--- src/rtl/ultrasonic_pkg.sv ---
// Shared constants, state encoding and helpers for the HC-SR04 echo path.
package ultrasonic_pkg;

    localparam int unsigned CLK_FREQ_HZ   = 50000000;
    localparam int unsigned TRIG_CYCLES   = 500;        // 10 us trigger pulse at 50 MHz
    localparam int unsigned CYCLES_PER_CM = 2900;       // 58 us round trip per cm
    localparam int unsigned MAX_CM        = 400;
    localparam int unsigned RISE_TIMEOUT  = 1500000;    // 30 ms
    localparam int unsigned FALL_TIMEOUT  = 1500000;
    localparam int unsigned CM_WIDTH      = 9;

    typedef enum logic [2:0] {
        StIdle,
        StWaitRise,
        StMeasure,
        StWaitFall,
        StDone
    } state_t;

    function automatic int unsigned max_u(input int unsigned a, input int unsigned b);
        return (a > b) ? a : b;
    endfunction

endpackage

--- src/rtl/ultrasonic_echo_meter_if.sv ---
// Control/result bundle between the echo meter and its consumer.
interface ultrasonic_echo_meter_if #(
    parameter int unsigned CM_WIDTH = ultrasonic_pkg::CM_WIDTH
);
    logic                start;
    logic                echo;
    logic [CM_WIDTH-1:0] distance_cm;
    logic                valid;
    logic                timeout;
    logic                out_of_range;
    logic                busy;

    // Consumer side: arms measurements, supplies the raw echo, reads results.
    modport master (
        output start,
        output echo,
        input  distance_cm,
        input  valid,
        input  timeout,
        input  out_of_range,
        input  busy
    );

    // Meter side.
    modport slave (
        input  start,
        input  echo,
        output distance_cm,
        output valid,
        output timeout,
        output out_of_range,
        output busy
    );
endinterface

--- src/rtl/echo_sync.sv ---
// Two-flop synchronizer for an asynchronous level plus registered edge detect.
// Input change to rise/fall pulse is three clk edges.
module echo_sync (
    input  logic clk,
    input  logic rst,
    input  logic async_in,
    output logic rise,
    output logic fall
);

    logic s1_q, s2_q, prev_q, rise_q, fall_q;

    // Synchronize, keep one older sample, and register single-cycle edge pulses.
    always_ff @(posedge clk or posedge rst) begin
        if (rst) begin
            s1_q   <= 1'b0;
            s2_q   <= 1'b0;
            prev_q <= 1'b0;
            rise_q <= 1'b0;
            fall_q <= 1'b0;
        end else begin
            s1_q   <= async_in;
            s2_q   <= s1_q;
            prev_q <= s2_q;
            rise_q <= s2_q & ~prev_q;
            fall_q <= ~s2_q & prev_q;
        end
    end

    assign rise = rise_q;
    assign fall = fall_q;

endmodule

--- src/rtl/ultrasonic_echo_meter.sv ---
// Measures the HC-SR04 echo width after each start and reports whole centimetres.
// Division is avoided: a prescaler counts CYCLES_PER_CM clocks per centimetre step.
module ultrasonic_echo_meter #(
    parameter int unsigned CYCLES_PER_CM = ultrasonic_pkg::CYCLES_PER_CM,
    parameter int unsigned MAX_CM        = ultrasonic_pkg::MAX_CM,
    parameter int unsigned RISE_TIMEOUT  = ultrasonic_pkg::RISE_TIMEOUT,
    parameter int unsigned FALL_TIMEOUT  = ultrasonic_pkg::FALL_TIMEOUT,
    parameter int unsigned CM_WIDTH      = ultrasonic_pkg::CM_WIDTH
) (
    input  logic                    clk,
    input  logic                    rst,
    ultrasonic_echo_meter_if.slave  bus
);

    import ultrasonic_pkg::*;

    localparam int unsigned PRESC_W = $clog2(CYCLES_PER_CM + 1);
    localparam int unsigned TIMER_W = $clog2(max_u(RISE_TIMEOUT, FALL_TIMEOUT) + 1);

    localparam logic [PRESC_W-1:0]  PRESC_FULL = PRESC_W'(CYCLES_PER_CM);
    localparam logic [PRESC_W-1:0]  PRESC_ONE  = PRESC_W'(1);
    localparam logic [CM_WIDTH-1:0] CM_MAX     = CM_WIDTH'(MAX_CM);
    localparam logic [TIMER_W-1:0]  RISE_LAST  = TIMER_W'(RISE_TIMEOUT - 1);
    localparam logic [TIMER_W-1:0]  FALL_LAST  = TIMER_W'(FALL_TIMEOUT - 1);

    state_t               state_q, state_d;
    logic [PRESC_W-1:0]   presc_q, presc_d;
    logic [TIMER_W-1:0]   timer_q, timer_d;
    logic [CM_WIDTH-1:0]  cm_q, cm_d;
    logic [CM_WIDTH-1:0]  result_q, result_d;
    logic                 sat_q, sat_d;
    logic [CM_WIDTH-1:0]  distance_q, distance_d;
    logic                 oor_q, oor_d;
    logic                 valid_q, valid_d;
    logic                 timeout_q, timeout_d;

    logic                 rise, fall;
    logic                 cm_inc;
    logic [CM_WIDTH-1:0]  cm_next;

    echo_sync u_echo_sync (
        .clk      (clk),
        .rst      (rst),
        .async_in (bus.echo),
        .rise     (rise),
        .fall     (fall)
    );

    // State, counters and output registers; reset discards any partial measurement.
    always_ff @(posedge clk or posedge rst) begin
        if (rst) begin
            state_q    <= StIdle;
            presc_q    <= '0;
            timer_q    <= '0;
            cm_q       <= '0;
            result_q   <= '0;
            sat_q      <= 1'b0;
            distance_q <= '0;
            oor_q      <= 1'b0;
            valid_q    <= 1'b0;
            timeout_q  <= 1'b0;
        end else begin
            state_q    <= state_d;
            presc_q    <= presc_d;
            timer_q    <= timer_d;
            cm_q       <= cm_d;
            result_q   <= result_d;
            sat_q      <= sat_d;
            distance_q <= distance_d;
            oor_q      <= oor_d;
            valid_q    <= valid_d;
            timeout_q  <= timeout_d;
        end
    end

    // Next-state logic for the measurement sequencer.
    always_comb begin
        state_d    = state_q;
        presc_d    = presc_q;
        timer_d    = timer_q;
        cm_d       = cm_q;
        result_d   = result_q;
        sat_d      = sat_q;
        distance_d = distance_q;
        oor_d      = oor_q;
        valid_d    = 1'b0;
        timeout_d  = 1'b0;

        // presc_q == CYCLES_PER_CM means a full centimetre has accumulated, so the
        // count including this cycle is cm_q + 1 whole cm (floor of cycles / CPC).
        cm_inc  = (presc_q == PRESC_FULL);
        cm_next = cm_q + CM_WIDTH'(cm_inc);

        unique case (state_q)
            StIdle: begin
                if (bus.start) begin
                    timer_d = '0;
                    state_d = StWaitRise;
                end
            end
            StWaitRise: begin
                // Only a synchronized 0->1 edge counts, so an echo already high at
                // arm time is ignored until it drops and rises again.
                if (rise) begin
                    presc_d = PRESC_ONE;
                    cm_d    = '0;
                    sat_d   = 1'b0;
                    state_d = StMeasure;
                end else if (timer_q == RISE_LAST) begin
                    timeout_d = 1'b1;
                    state_d   = StIdle;
                end else begin
                    timer_d = timer_q + TIMER_W'(1);
                end
            end
            StMeasure: begin
                if (fall) begin
                    // Fall wins over saturation landing on the same cycle.
                    result_d = cm_next;
                    sat_d    = (cm_next == CM_MAX);
                    state_d  = StDone;
                end else begin
                    presc_d = cm_inc ? PRESC_ONE : presc_q + PRESC_W'(1);
                    cm_d    = cm_next;
                    if (cm_next == CM_MAX) begin
                        result_d = CM_MAX;
                        sat_d    = 1'b1;
                        timer_d  = '0;
                        state_d  = StWaitFall;
                    end
                end
            end
            StWaitFall: begin
                if (fall) begin
                    state_d = StDone;
                end else if (timer_q == FALL_LAST) begin
                    timeout_d = 1'b1;
                    state_d   = StIdle;
                end else begin
                    timer_d = timer_q + TIMER_W'(1);
                end
            end
            StDone: begin
                distance_d = result_q;
                oor_d      = sat_q;
                valid_d    = 1'b1;
                state_d    = StIdle;
            end
            default: begin
                state_d = StIdle;
            end
        endcase
    end

    // Outputs come straight from registers; busy is a decode of the state register.
    always_comb begin
        bus.distance_cm  = distance_q;
        bus.out_of_range = oor_q;
        bus.valid        = valid_q;
        bus.timeout      = timeout_q;
        bus.busy         = (state_q != StIdle);
    end

endmodule
--- src/flat_wrapper.sv ---
// flat-port wrapper written by rule: the top's interface ports become plain ports
module ultrasonic_echo_meter_flat import ultrasonic_pkg::*;
#(
    parameter int unsigned CYCLES_PER_CM = ultrasonic_pkg::CYCLES_PER_CM,
    parameter int unsigned MAX_CM        = ultrasonic_pkg::MAX_CM,
    parameter int unsigned RISE_TIMEOUT  = ultrasonic_pkg::RISE_TIMEOUT,
    parameter int unsigned FALL_TIMEOUT  = ultrasonic_pkg::FALL_TIMEOUT,
    parameter int unsigned CM_WIDTH      = ultrasonic_pkg::CM_WIDTH
)
  (clk, rst, bus_start, bus_echo, bus_distance_cm, bus_valid, bus_timeout, bus_out_of_range, bus_busy);
  ultrasonic_echo_meter_if #(.CM_WIDTH(CM_WIDTH)) bus_i ();
  input  logic clk;
  input  logic rst;
  input wire logic [$bits(bus_i.start)-1:0] bus_start;
  input wire logic [$bits(bus_i.echo)-1:0] bus_echo;
  output wire logic [$bits(bus_i.distance_cm)-1:0] bus_distance_cm;
  output wire logic [$bits(bus_i.valid)-1:0] bus_valid;
  output wire logic [$bits(bus_i.timeout)-1:0] bus_timeout;
  output wire logic [$bits(bus_i.out_of_range)-1:0] bus_out_of_range;
  output wire logic [$bits(bus_i.busy)-1:0] bus_busy;
  assign bus_i.start = bus_start;
  assign bus_i.echo = bus_echo;
  assign bus_distance_cm = bus_i.distance_cm;
  assign bus_valid = bus_i.valid;
  assign bus_timeout = bus_i.timeout;
  assign bus_out_of_range = bus_i.out_of_range;
  assign bus_busy = bus_i.busy;
  ultrasonic_echo_meter #(.CYCLES_PER_CM(CYCLES_PER_CM), .MAX_CM(MAX_CM), .RISE_TIMEOUT(RISE_TIMEOUT), .FALL_TIMEOUT(FALL_TIMEOUT), .CM_WIDTH(CM_WIDTH)) u_core (.clk(clk), .rst(rst), .bus(bus_i));
endmodule
--- config.mk ---
export PLATFORM = sky130hd
export DESIGN_NAME = ultrasonic_echo_meter_flat
export DESIGN_NICKNAME = d
export VERILOG_FILES = /design/src/rtl/ultrasonic_pkg.sv /design/src/rtl/ultrasonic_echo_meter_if.sv /design/src/rtl/echo_sync.sv /design/src/rtl/ultrasonic_echo_meter.sv /design/src/flat_wrapper.sv
export SDC_FILE = /design/constraint.sdc
export NUM_CORES = 1
export LEC_CHECK = 0
export CELL_PAD_IN_SITES_DETAIL_PLACEMENT = 0
export CELL_PAD_IN_SITES_GLOBAL_PLACEMENT = 1
export CORE_MARGIN = 2
export CORE_UTILIZATION = 51
export CTS_CLUSTER_DIAMETER = 200
export DETAILED_ROUTE_END_ITERATION = 16
export GPL_ROUTABILITY_DRIVEN = 0
export HOLD_SLACK_MARGIN = 0.02
export PLACE_DENSITY = 0.95
export SLEW_MARGIN = 20
export SYNTH_ARGS = -nofsm -noshare
export SYNTH_HDL_FRONTEND = slang
export SYNTH_SLANG_ARGS = --single-unit
--- constraint.sdc ---
create_clock -name clk -period 7.66 [get_ports clk]
set_input_delay 2.298 -clock clk [delete_from_list [all_inputs] [get_ports clk]]
set_output_delay 2.298 -clock clk [all_outputs]
set_load 0.01 [all_outputs]
==> flow_summary.ini <==
[run_status]
status = completed

[routing]
wl_per_cell_um = 15.9
postRouteAntennaNets = 0
num_vias = 2773
drt-initial-drc-count = 137
wirelength_mm = 7.62
drcViolationCount = 0
via_per_inst = 5.80
drt_first_pass_iters = 4

[sta]
setup_viol = 0
rsz0062_at_grt = false
tns_ps = 0
clock.fmax_mhz = 243
max-slew-margin-rel_pct = 31.8
hold_viol = 0
finalCritPeriodShare_pct = 53.7
fin_skew_ps = 16.9
worst_pin_slew_ps = 1020
min_period_ps = 4110
finalMaxSlewViolations = 0
setup_slack_ps = 3550

[synthesis]
ys.warnings.count = 0
synth.largest_area_cell = dfrtp_1
ys_seq_elements = 72
syn_avg_cell_area_um2 = 9.88
syn-instance-count = 367
synth_top_area_share_pct = 49.7
ys_seq_area_share_pct = 49.7
synth_area_um2 = 3620
syn_nets = 377
async_reset_ff_share_pct = 100
synth_enable_flop_cells = 0
yosysUniqueCellTypes = 53
synthFlopType = dfrtp_1
ys_top_cells_by_area = dfrtp_1 50%, nand2_1 4.0%, a21oi_1 3.9%

[worst_setup_path]
crit_type = flop to output port
critPathLaunchType = flop
arrival_ps = 1810
worst_path_max_delay_cell = dfrtp_1
path_max_fanout = 12
required_ps = 5360
path_cells = or3_1 > clkdlybuf4s50_1
cp-end-kind = output port
slowest_delay_ps = 500

[grt]
grt_max_degree = 73
antenna_found_initial = 0
grt_pass1_wl_mm = 12.6
grtUsageTotal_pct = 21.1
gr-total-overflow = 0
grt_pass1_vias = 2558

[final_layout]
nets = 387
drive_gt1_share_pct = 8.64
mostFrequentLayoutCells = 72 x dfrtp_1, 39 x nand2_1, 28 x a21oi_1, 22 x o21ai_0
area_growth_pct = 11.0
final_common_cell = dfrtp_1
nFillCells = 600
insertedDiodeCount = 0

[clock_tree]
cts_setup_buffers = 0
h-tree-depth = 3
cts_root_buffer = clkbuf_8
hold_buffers = 0
cts_inserted_buffers = 9
clk_pin_slew_ps = 80
post_cts_resized = 0
clk_latency_ps = 370
cts_num_sinks = 72
clockBufferDepth = 2
cts_tree = yes

[pwr]
powerDensity_nw_per_um2 = 279
ir_drop_mv = 0.179
power_uw = 1120
leakage_uw = 0.00174

[floorplanning]
coreArea_um2 = 6830
floorplan.initialDensity_pct = 53.1
fp.dieW_um = 88.3
num_rows = 30
die_h_um = 88.3
io_pins = 17
die-area_um2 = 7800

[place]
pre_cts_ws_ps = 3790
io_buffer_count = 16
dp_hpwl_mm = 5.09

[worst_hold_path]
hold_path.class = flop to flop

[job]
max_cap_viol_count = 0
[worst paths after layout]
| check | from | to | slack (ps) | depth (start not counted) |
|---|---|---|---|---|
| setup / recovery | u_core.state_q[0]$_DFFE_PP0P_ | bus_busy | 3550 | 2 |
| hold / removal | u_core.u_echo_sync.s1_q$_DFF_PP0_ | u_core.u_echo_sync.s2_q$_DFF_PP0_ | 360 | 0 |
| setup reg to reg | u_core.presc_q[0]$_DFFE_PP0P_ | u_core.timer_q[1]$_DFFE_PP0P_ | 4320 | 12 |
| hold reg to reg | u_core.u_echo_sync.s1_q$_DFF_PP0_ | u_core.u_echo_sync.s2_q$_DFF_PP0_ | 360 | 0 |
| max in group asynchronous | rst | u_core.presc_q[9]$_DFFE_PP0P_ | 4550 | 3 |
| min in group asynchronous | rst | u_core.timer_q[13]$_DFFE_PP0P_ | 2520 | 3 |
[cell families (layout without fill, tap and decap cells)]
| family | after synthesis | after routing | share of synthesized area, % |
|---|---|---|---|
| xor gates and xnor gates | 14 | 14 | 3.38 |
| and+or+nand+nor | 131 | 131 | 18.8 |
| muxes | 12 | 12 | 3.66 |
| adders and majority gates | 6 | 6 | 2.07 |
| AOI/OAI and AO/OA | 101 | 101 | 18.1 |
| buffers and inverters | 31 | 46 | 4.31 |
| DFF | 72 | 72 | 49.7 |
[Yosys cell counts, types with 2 or more instances]
cell type  number
o2bb2ai_1       5
and2_1          2
a21oi_1        28
clkbuf_1       11
a21o_1          4
a31oi_1         9
nand3_1        19
a22o_1          2
nand4_1         5
nand2_1        39
or4_1           2
buf_4           2
mux2i_1         2
nor4_1          3
mux2_2         10
o21ai_0        22
o211ai_1        4
a41oi_1         5
dfrtp_1        72
a32o_1          2
and3_1          6
ha_1            6
nand3b_1        2
nand4bb_1       2
nor3_1         11
o31ai_1         4
and4_1          3
xor2_1          7
nor3b_1         4
buf_2           3
inv_1          11
o21a_1          8
xnor2_1         7
nand2b_1        3
a211o_1         3
nor2b_1         4
nor2_1         19
[worst max-delay path, delay by kind of cell (launching register included)]
family | cells | cell delay, ps
DFF | 1 | 500
and+or+nand+nor | 1 | 460
buffers and inverters | 1 | 490
[routing by layer]
layer	wire length (um)	GRT usage (%)
met5	0	0
met4	118	8.54
met3	244	5.22
met2	3460	30.5
met1	3800	30.7
[where the power goes]
part / switching (uW) / internal [uW] / leakage (uW)
combinational: 180 / 109 / 0.000661
clock: 166 / 158 / 0.000104
sequential: 71.2 / 437 / 0.000972
[area by class of cell]
class	count	area, um2	share of cell area (%)
inverter	12	50.0	1.24
timing repair buffer	18	175	4.35
tap	96	120	2.99
clock buffer	9	124	3.08
clock inverter	7	86.3	2.15
multi-input combinational	264	1670	41.4
sequential	72	1800	44.8
[stage by stage]
stage	cell area, um2	hold slack, ps	std cells	util, %
global placement	3810	334	462	55.8
finish	4020	364	478	58.9
CTS	4020	368	478	58.9
global route	4020	370	478	58.9
detailed placement	3810	349	462	55.8
floorplan	3620	331	367	-
[flip-flops by register name, summed over array words and instances (netlist names)]
name / count
u_core.timer_q: 21
u_core.u_echo_sync.s2_q: 1
u_core.state_q: 3
u_core.u_echo_sync.s1_q: 1
u_core.u_echo_sync.prev_q: 1
u_core.presc_q: 12
u_core.u_echo_sync.fall: 1
u_core.bus.valid: 1
u_core.cm_q: 9
u_core.sat_q: 1
u_core.bus.timeout: 1
u_core.result_q: 9
u_core.bus.out_of_range: 1
u_core.u_echo_sync.rise: 1
u_core.bus.distance_cm: 9
(Power assumes the default switching activity.)
